## src/rtl/mem_port_arbiter.sv

```systemverilog
// Single-port memory arbiter shared by fetch and the memory stage.
// Data has priority; a starvation counter bounds how long fetch can be held off.
module mem_port_arbiter #(
   parameter int unsigned STARVE_MAX = 4
) (
   input  logic        clk,
   input  logic        reset,

   input  logic        if_req,
   input  logic [31:0] if_addr,
   output logic        if_gnt,
   output logic        if_rvalid,
   output logic [31:0] if_rdata,
   output logic        stall_fetch,
   input  logic        branch_kill,

   input  logic        d_req,
   input  logic        d_we,
   input  logic [3:0]  d_be,
   input  logic [31:0] d_addr,
   input  logic [31:0] d_wdata,
   output logic        d_gnt,
   output logic        d_rvalid,
   output logic [31:0] d_rdata,

   output logic        m_en,
   output logic [3:0]  m_we,
   output logic [31:0] m_addr,
   output logic [31:0] m_wdata,
   input  logic [31:0] m_rdata
);

   typedef enum logic [1:0] {
      NONE    = 2'd0,
      IF_RESP = 2'd1,
      D_RD    = 2'd2,
      D_WR    = 2'd3
   } owner_t;

   localparam logic [3:0] STARVE_LIM = 4'(STARVE_MAX);

   owner_t     owner_q;
   owner_t     owner_d;
   logic [3:0] starve_cnt;
   logic       fetch_turn;

   // Grants: data wins unless fetch has waited STARVE_MAX data grants.
   // A kill only removes the fetch grant, so data may still take the port.
   always_comb begin
      fetch_turn  = (starve_cnt == STARVE_LIM);
      if_gnt      = ~reset & if_req & ~branch_kill & (fetch_turn | ~d_req);
      d_gnt       = ~reset & d_req & ~if_gnt;
      stall_fetch = if_req & ~if_gnt;
   end

   always_comb begin
      m_en    = 1'b0;
      m_we    = '0;
      m_addr  = '0;
      m_wdata = '0;
      if (if_gnt) begin
         m_en   = 1'b1;
         m_addr = if_addr;
      end else if (d_gnt) begin
         m_en    = 1'b1;
         m_we    = d_we ? d_be : 4'b0000;
         m_addr  = d_addr;
         m_wdata = d_wdata;
      end
   end

   always_ff @(posedge clk or posedge reset) begin
      if (reset) begin
         starve_cnt <= '0;
      end else if (if_gnt || !if_req) begin
         starve_cnt <= '0;
      end else if (d_gnt && starve_cnt != STARVE_LIM) begin
         starve_cnt <= starve_cnt + 4'd1;
      end
   end

   always_ff @(posedge clk or posedge reset) begin
      if (reset) begin
         owner_q <= NONE;
      end else begin
         owner_q <= owner_d;
      end
   end

   always_comb begin
      owner_d = NONE;
      if (if_gnt) begin
         owner_d = IF_RESP;
      end else if (d_gnt) begin
         owner_d = d_we ? D_WR : D_RD;
      end
   end

   // A kill in the response cycle suppresses the fetch word before decode.
   always_comb begin
      if_rvalid = 1'b0;
      if_rdata  = '0;
      d_rvalid  = 1'b0;
      d_rdata   = '0;
      unique case (owner_q)
         IF_RESP: begin
            if_rvalid = ~branch_kill;
            if_rdata  = branch_kill ? 32'd0 : m_rdata;
         end
         D_RD: begin
            d_rvalid = 1'b1;
            d_rdata  = m_rdata;
         end
         D_WR: begin
            d_rvalid = 1'b1;
         end
         default: ;
      endcase
   end

endmodule

```

## config.mk

```make
export PLATFORM = sky130hd
export DESIGN_NAME = mem_port_arbiter
export DESIGN_NICKNAME = d
export VERILOG_FILES = /design/src/rtl/mem_port_arbiter.sv
export SDC_FILE = /design/constraint.sdc
export NUM_CORES = 1
export LEC_CHECK = 0
export ABC_AREA = 1
export CAP_MARGIN = 20
export CORE_AREA = 2 2 107 109
export CTS_CLUSTER_DIAMETER = 30
export DETAILED_ROUTE_END_ITERATION = 10
export DIE_AREA = 0 0 109 111
export DONT_BUFFER_PORTS = 1
export PLACE_DENSITY_LB_ADDON = 0.08
export SETUP_SLACK_MARGIN = 0.3
export SLEW_MARGIN = 20
export SYNTH_ARGS = -nofsm -noshare
export SYNTH_HDL_FRONTEND = slang
export SYNTH_SLANG_ARGS = --single-unit
```

## constraint.sdc

```tcl
create_clock -name clk -period 2.1 [get_ports clk]
set_input_delay 0.42 -clock clk [delete_from_list [all_inputs] [get_ports clk]]
set_output_delay 0.42 -clock clk [all_outputs]
set_load 0.005 [all_outputs]
```

==> results of run 1 <==
[what timing repair did]
action                                  CTS  global route
endpoints found under the setup margin  104           104
pin swaps                                20            16
resized for setup                       119            58
setup buffers                            11             1
hold buffers                              0             0
cloned                                    9             3
[per-stage QoR]
| stage | cell area [µm²] | power, mW |
|---|---|---|
| 6_report | 2760 | 0.815 |
| 2_1_floorplan | 1570 | 0.306 |
| 4_1_cts | 2430 | 0.781 |
| 3_3_place_gp | 1670 | 0.341 |
| 5_1_grt | 2760 | 0.876 |
| 3_5_place_dp | 1670 | 0.337 |
[worst min-delay path by stage]
stage / endpoint / slack [ps] / cells after the start
finish: starve_cnt[1] / 5 / 1
global route: starve_cnt[3] / 30 / 1
CTS: starve_cnt[1] / 10 / 1
detailed placement: starve_cnt[1] / 270 / 1
global placement: starve_cnt[1] / 280 / 1
floorplan: owner_q[0] / 210 / 1
[critical path: stages (launching register included)]
cell and delay, ps:
dfrtp_1 380, inv_2 80, ha_4 140, nand3_4 70, nand2_4 90, nand2_8 70
buf_12 170, buf_16 140, nand3_1 60, nand2_1 70
[power by group]
group / internal [mW] / total (mW) / switching [mW]
logic: 0.135 / 0.371 / 0.236
clock network: 0.245 / 0.319 / 0.0738
registers: 0.121 / 0.125 / 0.00384
[state kept, by name (all words and copies together) (netlist names)]
| name | count |
|---|---|
| owner_q | 2 |
| starve_cnt | 4 |
[Yosys cell counts, types with 2 or more instances]
master,instances,area (µm²)
nand4_1,2,12.5
ha_1,2,25.0
nand3_1,35,175
nand2_1,78,293
dfrtp_1,6,150
nand2_4,2,22.5
nor2_1,106,398
clkbuf_1,5,18.8
buf_6,6,67.6
inv_1,78,293
buf_2,8,40.0
[cell type report]
cell class / count / area (µm²)
Multi-Input combinational cell: 237 / 1610
Fill cell: 1210 / 8320
Timing Repair inverter: 1 / 16.3
Tap cell: 143 / 179
Sequential cell: 6 / 151
Clock buffer: 3 / 75.1
Timing Repair Buffer: 25 / 410
Inverter: 79 / 315
[logic make-up (layout without fill, tap and decap cells)]
family                     count (synthesis)  after routing  share of synthesized area [%]
adders and majority gates                  2              2                           1.59
and+or+nand+nor                          227            232                           60.1
xor gates and xnor gates                   1              1                          0.557
AOI/OAI and AO/OA                          2              2                          0.636
DFF                                        6              6                           9.55
buffers and inverters                     99            108                           27.5
[metal layers]
metal,up-vias,routed length [µm],part of all wire [%]
met3,5,539,7.4
met4,0,84,1.2
met5,-,0,0
met2,155,4110,57
li1,1000,-,-
met1,962,2520,35
==> metrics.cfg, run 1 <==
[outcome]
status = finished, final reports clean

[timing]
finalSetupTns_ps = 0
finalHoldViolCount = 0
max_slew_margin_pct = 76.8
rsz0062_at_grt = yes
period_minus_slack_ps = 1930
finalSetupViolCount = 0
skew_ps = 4.61
fmax_ghz = 0.519
finalWorstSetupSlack_ps = 173
hold-worst-slack_ps = 5.40
report.final.slew_viol_count = 0
worstMarginPinSlew_ps = 346
finalCritPeriodShare_pct = 91.8

[synthesis]
synth_area_per_cell_um2 = 4.67
ys_types = 20
ys_dominant_reg_cell = dfrtp_1
yosys_warnings = 0
ys_ff_latch = 6
synth.cell_area_um2 = 1570
synth_edf_count = 0
synthArstFlopShare_pct = 100
syn_nets = 477
seq_area_frac_synth_pct = 9.55
synthCells = 337

[finish]
layout_commonest_cell = inv_1
instances_no_fill = 494
mostFrequentLayoutCells = inv_1 (72), nand2_1 (60), nor2_1 (45), nor2_4 (39), nor2_2 (23)
area_growth_pct = 75.6
final_nets = 493
num_antenna_cells = 0
drive_above_1_share_pct = 41.6
post-route-util_pct = 24.9

[floorplan]
rows = 39
die_y_um = 111
die_w_um = 109
core_area_um2 = 11100
dieArea_um2 = 12100
ioPinCount = 276
start_util_pct = 14.2

[global_routing]
antenna_found_initial = 0
grt_busiest_layer = met2
grt_first_pass_wirelength_um = 9470
grt_max_degree = 33
overflow = 0
use_met2_pct = 21.0
met3_usage_pct = 1.41
grt_usage_pct = 10.3
use_met1_pct = 10.2
grt_pass1_vias = 1819

[setup_path]
critPathLaunch = starve_cnt[1]
crit_end = m_addr[4]
end_kind = primary output
reg2reg_depth = 7
r2r-end = owner_q[0]
r2r_slack_ps = 710
startpoint_type = flip-flop
path_class = flip-flop to primary output
critPathMaxFanout = 5
required_ps = 1680
crit_arrival_ps = 1510
reg2reg_from = starve_cnt[1]

[placed_design]
finalWeightedCongestion = 0.716
port_buffers = 0
dp_hpwl_um = 4640
pre_cts_slack_ps = 33.8
dp_cells = 467

[route]
drt-initial-drc-count = 54
firstDrtPassIters = 4
drc = 0
vias = 2122
wl_per_cell_um = 14.7
antenna_left = 0
routed_wirelength_um = 7260
vias_per_cell = 4.30

[clock_tree]
clk_path_buf_depth = 2
cts_root_buffer = clkbuf_16
insertion_delay_ps = 230
cts_tree = built
cts_buffers = 3
clkSinkCount = 6
cts.clk_slew.worst_paths_ps = 40
cts_max_level = 1

[pwr]
leakagePower_nw = 1.36
p_per_area_nw_per_um2 = 295
ir_drop_mv = 0.195

[run]
cap_violations = 0

[min_path]
hp-class = primary input to async pin

No activity file was read; power rests on OpenSTA's default activity.
==> run 2: changes to the inputs <==
--- a/config.mk
+++ b/config.mk
@@ -6,6 +6,7 @@
 export NUM_CORES = 1
 export LEC_CHECK = 0
 export ABC_AREA = 1
+export ABC_CLOCK_PERIOD_IN_PS = 2100
 export CAP_MARGIN = 20
 export CORE_AREA = 2 2 107 109
 export CTS_CLUSTER_DIAMETER = 30
==> results of run 2 <==
Final layout, timing and power as in run 1 (identical DEF).
